<file path="src/rtl/ccip_avmm_pkg.sv">
// Shared constants and types for the CCI-P AVMM host write path.
// Width defaults, the legal burst limit and the arbiter state encoding live here.
package ccip_avmm_pkg;

  localparam int CCIP_AVMM_REQUESTOR_WR_ADDR_WIDTH = 49;
  localparam int CCIP_AVMM_REQUESTOR_BURST_WIDTH   = 3;
  localparam int MAX_BURST                         = 4;

  typedef enum logic {
    ST_IDLE  = 1'b0,
    ST_BURST = 1'b1
  } arb_state_e;

  // A first-beat burstcount outside 1..MAX_BURST is illegal.
  function automatic logic burst_is_legal(input logic [31:0] bc);
    return (bc != 32'd0) && (bc <= 32'(MAX_BURST));
  endfunction

endpackage

</file>
<file path="src/rtl/rr_arb2.sv">
// Two-way round-robin pick: on contention the requester that did not win last time wins.
// With no request it points at requester 0 so the master mux rests on s0.
module rr_arb2 (
  input  logic [1:0] req_i,
  input  logic       last_grant_i,
  output logic       gnt_o
);

  always_comb begin
    // NOTE: every combinational output gets a value on every path, so no latch can be inferred.
    gnt_o = 1'b0;
    if (req_i == 2'b11) gnt_o = ~last_grant_i;
    else if (req_i[1])  gnt_o = 1'b1;
  end

endmodule

</file>
<file path="src/rtl/avmm_host_wr_arbiter.sv">
// Two-requester AVMM write arbiter toward the host write requestor.
// Grants combinationally from IDLE and locks the grant for the length of a burst.
module avmm_host_wr_arbiter
  import ccip_avmm_pkg::*;
#(
  parameter int DATA_WIDTH  = 512,
  parameter int ADDR_WIDTH  = CCIP_AVMM_REQUESTOR_WR_ADDR_WIDTH,
  parameter int BURST_WIDTH = CCIP_AVMM_REQUESTOR_BURST_WIDTH
) (
  input  logic                   clk,
  input  logic                   reset_n,

  input  logic                   s0_write,
  input  logic [ADDR_WIDTH-1:0]  s0_address,
  input  logic [DATA_WIDTH-1:0]  s0_writedata,
  input  logic [BURST_WIDTH-1:0] s0_burstcount,
  output logic                   s0_waitrequest,

  input  logic                   s1_write,
  input  logic [ADDR_WIDTH-1:0]  s1_address,
  input  logic [DATA_WIDTH-1:0]  s1_writedata,
  input  logic [BURST_WIDTH-1:0] s1_burstcount,
  output logic                   s1_waitrequest,

  output logic                   m_write,
  output logic [ADDR_WIDTH-1:0]  m_address,
  output logic [DATA_WIDTH-1:0]  m_writedata,
  output logic [BURST_WIDTH-1:0] m_burstcount,
  input  logic                   m_waitrequest,

  output logic                   grant_id,
  output logic                   burst_err
);

  arb_state_e             state_q;
  logic [BURST_WIDTH-1:0] beats_left_q;
  logic                   last_grant_q;
  logic                   grant_id_q;
  logic                   burst_err_q;

  logic rr_gnt, busy, any_req, sel, active, accept, first_legal;

  rr_arb2 u_rr_arb2 (
    .req_i        ({s1_write, s0_write}),
    .last_grant_i (last_grant_q),
    .gnt_o        (rr_gnt)
  );

  always_comb begin
    busy    = (state_q == ST_BURST);
    any_req = s0_write | s1_write;
    sel     = busy ? grant_id_q : rr_gnt;
    // Reset forces the handshake quiet even though the datapath is combinational.
    active  = reset_n && (busy || any_req);

    m_write      = reset_n && (sel ? s1_write : s0_write);
    m_address    = sel ? s1_address    : s0_address;
    m_writedata  = sel ? s1_writedata  : s0_writedata;
    m_burstcount = sel ? s1_burstcount : s0_burstcount;

    s0_waitrequest = !(active && !sel) || m_waitrequest;
    s1_waitrequest = !(active &&  sel) || m_waitrequest;

    grant_id    = reset_n ? (active ? sel : grant_id_q) : 1'b0;
    accept      = m_write && !m_waitrequest;
    first_legal = burst_is_legal(32'(m_burstcount));
  end

  always_ff @(posedge clk or negedge reset_n) begin
    if (!reset_n) begin
      state_q      <= ST_IDLE;
      beats_left_q <= '0;
      last_grant_q <= 1'b1;
      grant_id_q   <= 1'b0;
      burst_err_q  <= 1'b0;
    end else begin
      // NOTE: state registers use non-blocking assignments so every branch sees pre-edge values.
      case (state_q)
        ST_IDLE: begin
          if (any_req) grant_id_q <= sel;
          if (accept) begin
            if (!first_legal) burst_err_q <= 1'b1;
            // Illegal counts collapse to a single beat.
            if (first_legal && (m_burstcount > BURST_WIDTH'(1))) begin
              state_q      <= ST_BURST;
              beats_left_q <= m_burstcount - BURST_WIDTH'(1);
            end else begin
              last_grant_q <= sel;
            end
          end
        end
        ST_BURST: begin
          if (accept) begin
            if (beats_left_q == BURST_WIDTH'(1)) begin
              state_q      <= ST_IDLE;
              beats_left_q <= '0;
              last_grant_q <= grant_id_q;
            end else begin
              beats_left_q <= beats_left_q - BURST_WIDTH'(1);
            end
          end
        end
        default: state_q <= ST_IDLE;
      endcase
    end
  end

  assign burst_err = burst_err_q;

endmodule
</file>
<file path="config.mk">
export PLATFORM = sky130hd
export DESIGN_NAME = avmm_host_wr_arbiter
export DESIGN_NICKNAME = d
export VERILOG_FILES = /design/src/rtl/ccip_avmm_pkg.sv /design/src/rtl/rr_arb2.sv /design/src/rtl/avmm_host_wr_arbiter.sv
export SDC_FILE = /design/constraint.sdc
export NUM_CORES = 1
export LEC_CHECK = 0
export ABC_AREA = 0
export CAP_MARGIN = 0
export CORE_AREA = 2 2 669 671
export CTS_CLUSTER_DIAMETER = 30
export DETAILED_ROUTE_END_ITERATION = 7
export DIE_AREA = 0 0 671 673
export GPL_TIMING_DRIVEN = 0
export HOLD_SLACK_MARGIN = 0.12
export REMOVE_ABC_BUFFERS = 1
export SLEW_MARGIN = 20
export SYNTH_ARGS = -nofsm -noshare
export SYNTH_HDL_FRONTEND = slang
export SYNTH_SLANG_ARGS = --single-unit
</file>
<file path="constraint.sdc">
create_clock -name clk -period 3.4 [get_ports clk]
set_input_delay 0.68 -clock clk [delete_from_list [all_inputs] [get_ports clk]]
set_output_delay 0.68 -clock clk [all_outputs]
set_load 0.02 [all_outputs]
</file>
==> results list, run 1 <==
* Cells along the critical path: buf_6, a21boi_4, a21oi_4, clkbuf_16, buf_16, buf_16, buf_16, buf_16, nand2_1, nand2_1, buf_2
* Tot GR Track Use: 0.193
* Standard-cell row count: 245
- Across the run, the number of max-cap violations was 0.
- The longest clock path from root to sink contains 2 buffers.
- In this run, synthesis inferred 0 flip-flops with an integrated enable.
- For the final database, setup skew stands at 6.02 ps.
- Wirelength per Cell: 46.4 µm
- Number of design rule violations left after detail routing: 0
- For this run, the share of the core covered by cells in the final layout is 0.0775.
- The number of clock buffers added by TritonCTS is 3.
- Pwr Total: roughly 32 mW
- Cell with the largest stage delay on the worst path: sky130_fd_sc_hd__buf_2
* Most used DFF post-synth: sky130_fd_sc_hd__dfrtp_1
- Post-layout net count: 4748
- Placeable Area: 444000 µm²
* Final count of hold timing violations: 0
- The max-slew violation total from the final report was 0.
* Min-delay worst type: in -> async
* Critical path type: in -> out
- The detailed router placed 23400 vias in this run.
- Syn. warnings: 0
* Total negative slack for setup checks: -10.5 ps
- Synthesis produced a netlist whose cell count is 1892.
- For this design the ratio of total power to cell area is a little over 900 nW/µm².
- The initial antenna violation count is 686.
* Remaining global-route overflow: 0
- Relative to the synthesized area, the layout overhead comes to 339%.
* Detail-routed via count per cell: 2.39
- The congestion estimate from routability-driven global placement came to 1.38.
- H-tree lvl count: 1
- Mapped cell area: 7850 µm²
* Hold_buf cts: 0
- Maximum operating frequency: ~290 MHz
- Along the worst path, the maximum fanout reaches 11.
- Final min period: 3410 ps
- Once detailed placement completed, the half-perimeter wirelength came to 432000 µm.
- The final layout contains routed wiring with a total length of between 400000 and 500000 µm.
- TritonCTS built the clock tree.
- Drt initial violations: between 1500 and 2000
* Die Ht: 673 µm
* Final-report setup violation count: 1
- Number of flip-flops and latches in the synthesized netlist: 7
- For this configuration, the core starts out at a cell density of 0.0177.
- Number of buffer cells added on primary ports: around 1700
- Violated checks: negative setup slack
- The first detailed-routing pass ran for 8 iterations.
- STA classifies the critical path startpoint as an input pin.
* Worst Slack Setup Final: -10.5 ps
- Fraction of final layout cells sized beyond drive strength 1: 0.166
* Skew-Pair Late Insertion Delay: 250 ps
* Total I/O pin count: 1702
- The count of nets left with antenna violations once routing finished came out at 0.
- The flow ran to the end, but the final reports show violations.
* Endpoint type of the worst setup path: primary output
- The worst pin sits at a relative slew slack of 0.475.
- OpenSTA, run right after detailed placement, puts the worst setup slack at -1920 ps.
- Clock slew at the register clock pins of the worst setup and hold paths: approximately 40 ps
* Die Width: 671 µm
- Across the VDD grid, the largest voltage drop is 0.597 mV.
- The tree is rooted in a sky130_fd_sc_hd__clkbuf_16.
* Avg Cell Area, Syn: roughly 4.1 µm²
* Clock sink count: 7
- At the pin with the least slew margin, the transition time is 790 ps.
- The via count of the first global-routing pass is roughly 20000.
* Data required time at the worst endpoint: 2720 ps
* Wire length of the first global-routing pass: 495000 µm
- Number of filler instances in the final layout: 52400
- In the finished design, the share of the clock period the worst path needs comes to 1.00.
- The most numerous cell type found on the critical path is sky130_fd_sc_hd__buf_16.
* Dpl cell area: 32900 µm²
- Die Area: ~450000 µm²
* Delay of the slowest cell on the worst path: 530 ps
* Seq/Total Area, Yosys: 0.0225
* Setup repair after global routing missed its margin: true
* Async SR Flop Fraction: 1.00
* Unique masters post-synth: 47
* Pin count of the biggest net entering global routing: 34
* Layout Cell Area excl Fill: 34400 µm²
- STA puts the critical path data arrival time at 2730 ps.
- The analysis attributes to cell leakage a power of ~14 nW.
synthesized netlist by cell type (2+ instances only):
cell type | instances | share of area
sky130_fd_sc_hd__nand2_1 | 1701 | 0.81
sky130_fd_sc_hd__buf_2 | 68 | 0.043
sky130_fd_sc_hd__buf_4 | 42 | 0.040
sky130_fd_sc_hd__buf_6 | 15 | 0.022
sky130_fd_sc_hd__dfrtp_1 | 6 | 0.019
sky130_fd_sc_hd__inv_1 | 4 | 0.0019
sky130_fd_sc_hd__nor2_1 | 4 | 0.0019
sky130_fd_sc_hd__o211a_1 | 3 | 0.0038
sky130_fd_sc_hd__o21ai_0 | 3 | 0.0019
sky130_fd_sc_hd__xnor2_1 | 3 | 0.0033
sky130_fd_sc_hd__and2_1 | 2 | 0.0016
sky130_fd_sc_hd__ha_1 | 2 | 0.0032
sky130_fd_sc_hd__nand2b_1 | 2 | 0.0016
sky130_fd_sc_hd__nor2b_1 | 2 | 0.0016
sky130_fd_sc_hd__o211ai_1 | 2 | 0.0019
sky130_fd_sc_hd__o21a_1 | 2 | 0.0019
per-stage QoR:
step,cells,hold slack (ps)
2_1_floorplan,1766,384
3_3_place_gp,9395,457
3_5_place_dp,9454,484
4_1_cts,9529,495
5_1_grt,9708,509
6_report,9799,483
metal layers:
layer | track usage | share of wire | up-vias
met5 | 0.00563 | 0.0092 | -
met4 | 0.0602 | 0.037 | 480
met3 | 0.172 | 0.19 | 1289
met2 | 0.321 | 0.46 | 2361
met1 | 0.167 | 0.30 | 9865
li1 | - | - | 9408
area by class of cell:
class	count	area [µm²]	area share
Timing Repair Buffer	1842	19100	0.555
Tap cell	5928	7420	0.215
Multi-Input combinational cell	1754	6990	0.203
Antenna cell	259	648	0.0188
Sequential cell	7	178	0.00516
Clock buffer	4	78.8	0.00229
Inverter	5	18.8	0.000545
critical path: cells and delay by family:
family | cells | cell delay (ps)
and+or+nand+nor | 2 | 110
buffers and inverters | 7 | 1450
AOI/OAI and AO/OA | 2 | 350
path summary, 6_finish.rpt:
path                           start  slack (ps)  cells past startpoint                to
setup / recovery            s1_write         -10                     11  m_writedata[468]
hold / removal               reset_n         480                      1   beats_left_q[1]
setup reg to reg                busy        1470                      8              busy
hold reg to reg            burst_err         500                      1         burst_err
max in group asynchronous    reset_n        2580                      1      last_grant_q
min in group clk           burst_err         500                      1         burst_err
sequential cells by signal (all words and copies together) (netlist names):
register,flops
last_grant_q,1
grant_id_q,1
burst_err,1
busy,1
beats_left_q,3
cell families after synthesis:
logic type,count (synthesis),synth area share
AO/OA/AOI/OAI,25,0.0303
XOR/XNOR,4,0.00446
multiplexers,2,0.00271
flip-flops,7,0.0225
buffers and inverters,131,0.108
AND/OR/NAND/NOR,1721,0.829
adder cells (fa/ha/maj),2,0.00319
power by group:
| group | internal (mW) | total [mW] | switching [mW] | leakage (nW) |
|---|---|---|---|---|
| sequential | 0.117 | 0.145 | 0.0277 | 0.0763 |
| clock | 0.158 | 0.220 | 0.0627 | 0.0398 |
| combinational | 10.1 | 31.4 | 21.4 | 14.0 |
| total | 10.4 | 31.8 | 21.4 | 14.1 |
timing repair:
item,CTS,global route
cloned,19,3
pin swaps,11,3
gates resized for setup,1736,223
endpoints found under the hold margin,0,0
endpoints found under the setup margin,566,240
setup buffers,53,9
cells in the final DEF (no fill, tap or decap), drive strengths merged, types with 6 or more instances in the layout:
cell	instances
nand2	1701
clkbuf	74
clkdlybuf4s50	1195
bufbuf	11
clkdlybuf4s15	92
dlygate4sd2	78
buf	379
dfrtp	6
dlymetal6s2s	14
diode	259
(Power assumes the default switching activity.)
==> inputs of run 2 (changes only) <==
CORE_AREA = 2 2 664 666   (was 2 2 669 671)
DIE_AREA = 0 0 666 668   (was 0 0 671 673)
RECOVER_POWER = 50   (was not set)
clock period = 3.1 ns   (was 3.4 ns; I/O delays follow)
==> run 2 against run 1 <==
  * The run still ends with negative setup slack left
  * Clock-buffer cell count did not move
  * Die area fell by 1.5%
  * Sequential share of layout area decreased by 0.053 points
  * Critical path depth rose by 1
  * Highest routed layer unchanged
==> results list, run 2 (same netlist as run 1, synthesis figures left out) <==
- Status: finished, violations left (unchanged)
- Violated checks: negative setup slack (unchanged)
- Placeable Area: 437000 µm² (was 444000 µm²)
- The clock root buffer is sky130_fd_sc_hd__clkbuf_16 (unchanged).
- The critical path's slowest cell is sky130_fd_sc_hd__buf_2 (unchanged).
- Count of placed standard cells in the final layout, fillers left out: 9708 (was 9799)
- Remaining global-route overflow: 0 (unchanged)
- Clock sink count: 7 (unchanged)
- The height of the die came to 668 µm (was 673 µm).
- The final routed DRC violation total was 0 (unchanged).
- Highest-count cells in the layout ignoring fill and taps: 1385 x sky130_fd_sc_hd__nand2_1, 1164 x sky130_fd_sc_hd__clkdlybuf4s50_1, 185 x sky130_fd_sc_hd__nand2_4, 129 x sky130_fd_sc_hd__buf_4, 121 x sky130_fd_sc_hd__nand2_2 (was 1663 x sky130_fd_sc_hd__nand2_1, 1195 x sky130_fd_sc_hd__clkdlybuf4s50_1, 127 x sky130_fd_sc_hd__buf_4, 107 x sky130_fd_sc_hd__buf_2, 79 x sky130_fd_sc_hd__clkdlybuf4s15_2).
* Total I/O pin count: 1702 (unchanged)
* Standby leakage power: 15.9 nW (was 14.1 nW)
- Clock slew at the register clock pins of the worst setup and hold paths: 40 ps (about the same)
- The worst clock skew on the final layout is 6.48 ps (was 6.02 ps).
- After layout, the minimum clock period comes to approximately 3300 ps.
* Pwr/cell area: 1080 nW/µm² (was 923 nW/µm²)
- The total iterations of the first detailed-routing run came to 5 (was 8).
* Detailed-route wire length: 456000 µm (was 454000 µm)
- The total of buffers placed on input and output ports came to 1701 (unchanged).
- Number of flip-flops in the largest register: 3 (unchanged)
- The number of H-tree levels came to 1 (unchanged).
* Worst R2R Start: last_grant_q (was busy)
* Top reg by flops: beats_left_q (unchanged)
- Standard-cell row count: 243 (was 245)
- Endpoint type of the worst setup path: primary output (unchanged)
- The stage delay of the slowest cell on the critical path came to 450 ps (was 530 ps).
- Die Area: 445000 µm² (was 452000 µm²)
- Dividing the final minimum period by the clock period gives 1.08.
- Final Slew Violations: 0 (unchanged)
- Number of buffers added by the clock tree synthesis step: 3 (unchanged)
* Vias in the first global route: 20100 (was 19800)
- Register-to-register setup slack: 1120 ps (was 1470 ps)
* Pin count of the biggest net entering global routing: 33 (was 34)
* Total vias in the final route: 24600 (was 23400)
- The average via count per standard cell was 2.53 (was 2.39).
- Data required time at the worst endpoint: 2480 ps (was 2720 ps)
* Peak supply drop: 0.635 mV (was 0.597 mV)
* Wire length of the first global-routing pass: 489000 µm (was 495000 µm)
- Maximum operating frequency: 299 MHz
- Placed wire-length estimate: 424000 µm (was 432000 µm)
* Post-DRT Antenna Nets: 0 (unchanged)
- Skew-Pair Late Insertion Delay: 240 ps (was 250 ps)
- Wirelength per Cell: 47.0 µm (was 46.4 µm)
- Tot GR Track Use: 0.193 (about the same)
- The proportion of power drawn by the clock network was 0.006 (was 0.007).
* Drt initial violations: 2131 (was 1720)
- The maximum buffer depth of the clock tree is 2 (unchanged).
* Startpoint type of the worst setup path: input pin (unchanged)
* Number of cells in the design after placement: 9282 (was 9454)
- Post-layout net count: 4878 (was 4748)
- The net switching component of the power came to 26.1 mW (was 21.4 mW).
- Routability cong.: 1.40 (was 1.38)
- Hold_buf cts: 0 (unchanged)
- The path type of the worst setup path is in -> out (unchanged).
* Number of antenna violations at the first check in global routing: 694 (was 686)
- The slew at the pin with the worst max-slew slack came to 929 ps (was 790 ps).
- Worst Slack Setup Final: -240 ps (was -10.5 ps)
- Most common cell after layout, fill and taps aside: sky130_fd_sc_hd__nand2_1 (unchanged)
- The switching share of power is 0.630 (was 0.674).
- Starting density of the core: 0.0180 (was 0.0177)
- The count of max-cap constraint violations came to 0 (unchanged).
- The count of endpoints failing hold in the final timing report came to 0 (unchanged).
- Number of filler instances in the final layout: 51300 (was 52400)
- Rel. slew slack: 0.383 (was 0.475)
- The share of total power in combinational logic came to 0.991 (was 0.989).
* Die Width: 666 µm (was 671 µm)
- Power share of the sequential group: 0.004 (was 0.005)
- Fraction of final layout cells sized beyond drive strength 1: 0.270 (was 0.166)
- The clock tree from TritonCTS was done (unchanged).
- Setup repair after global routing missed its margin: true (unchanged)
* Cells along the critical path: buf_8, a21bo_4, o21ai_4, buf_6, buf_6, buf_12, buf_16, buf_4, clkbuf_16, nand2_1, nand2_1, buf_2 (was buf_6, a21boi_4, a21oi_4, clkbuf_16, buf_16, buf_16, buf_16, buf_16, nand2_1, nand2_1, buf_2)
* Cell Int Power: 15.3 mW (was 10.4 mW)
* Final-report setup violation count: 311 (was 1)
- The timing startpoint of the critical path is s1_write (unchanged).
* Data arrival time of the critical path: 2720 ps (was 2730 ps)
- The peak fanout along the critical path was 9 (was 11).
- The class of the most critical hold timing path was in -> async (unchanged).
- The relative area change from synthesis to final layout is 389% (was 339%).
* Pwr Total: 41.4 mW (was 31.8 mW)
run 2: cell types whose count changed in the layout (fill, tap and decap cells not counted), sizes merged, moves of 6 or more:
cell,change
buf,+139
dlygate4sd2,-31
clkdlybuf4s50,-31
clkbuf,+103
dlygate4sd3,+8
clkdlybuf4s15,-46
diode,-50
dlymetal6s2s,-6
run 2: stage by stage:
step | setup slack (ps) | util | instance area, µm² | hold WS, ps | TNS [ps]
floorplan | -10600 | - | 7020 | 324 | -5342690
global placement | -26460 | 0.0715 | 31300 | 471 | -
detailed placement | -2480 | 0.0747 | 32700 | 471 | -824860
CTS | -295 | 0.0812 | 35500 | 439 | -97690
global route | -267 | 0.0873 | 38200 | 374 | -49730
finish | -240 | 0.0877 | 38400 | 349 | -29590
run 2: area by class of cell:
cell class              count  area [µm²]  area share
inverters                   5        18.8    0.000489
multi-input cells        1754        8700       0.227
diodes                    209         523      0.0136
well taps                5757        7200       0.188
clock buffers               4        78.8     0.00206
repair buffers           1972       21600       0.564
flip-flops and latches      7         178     0.00463
run 2: per-layer routing:
layer | GRT usage | routed length, µm | vias up
met2 | 0.315 | 204000 | 2576
met3 | 0.173 | 87700 | 1332
met5 | 0.00998 | 3630 | -
met1 | 0.173 | 139000 | 10600
li1 | - | - | 9645
met4 | 0.0600 | 21000 | 436
run 2: final timing paths:
kind,depth (start not counted),endpoint
worst max-delay path,12,m_writedata[147]
worst min-delay path,1,beats_left_q[1]
worst max register to register,6,last_grant_q
worst min register to register,1,burst_err
max in group asynchronous,1,busy
min in group clk,1,burst_err
run 2: power by group through the flow:
stage               Combinational, mW  Clock, mW  Sequential [mW]
floorplan                        6.90          0            0.153
global placement                 12.6          0            0.150
detailed placement               34.5          0            0.159
CTS                              38.6      0.228            0.158
global route                     42.8      0.234            0.164
finish                           41.0      0.229            0.163
run 2: worst max-delay path, delay by kind of cell:
kind                   cells  cell delay, ps
AO/OA/AOI/OAI              2             400
buffers and inverters      8            1450
AND/OR/NAND/NOR            2             120
run 2: timing repair:
action | 4_1_cts | 5_1_grt
gates cloned | 27 | 33
pin swaps | 91 | 111
resized for setup | 1967 | 1171
buffers inserted | 94 | 66
endpoints found under the setup margin | 567 | 536
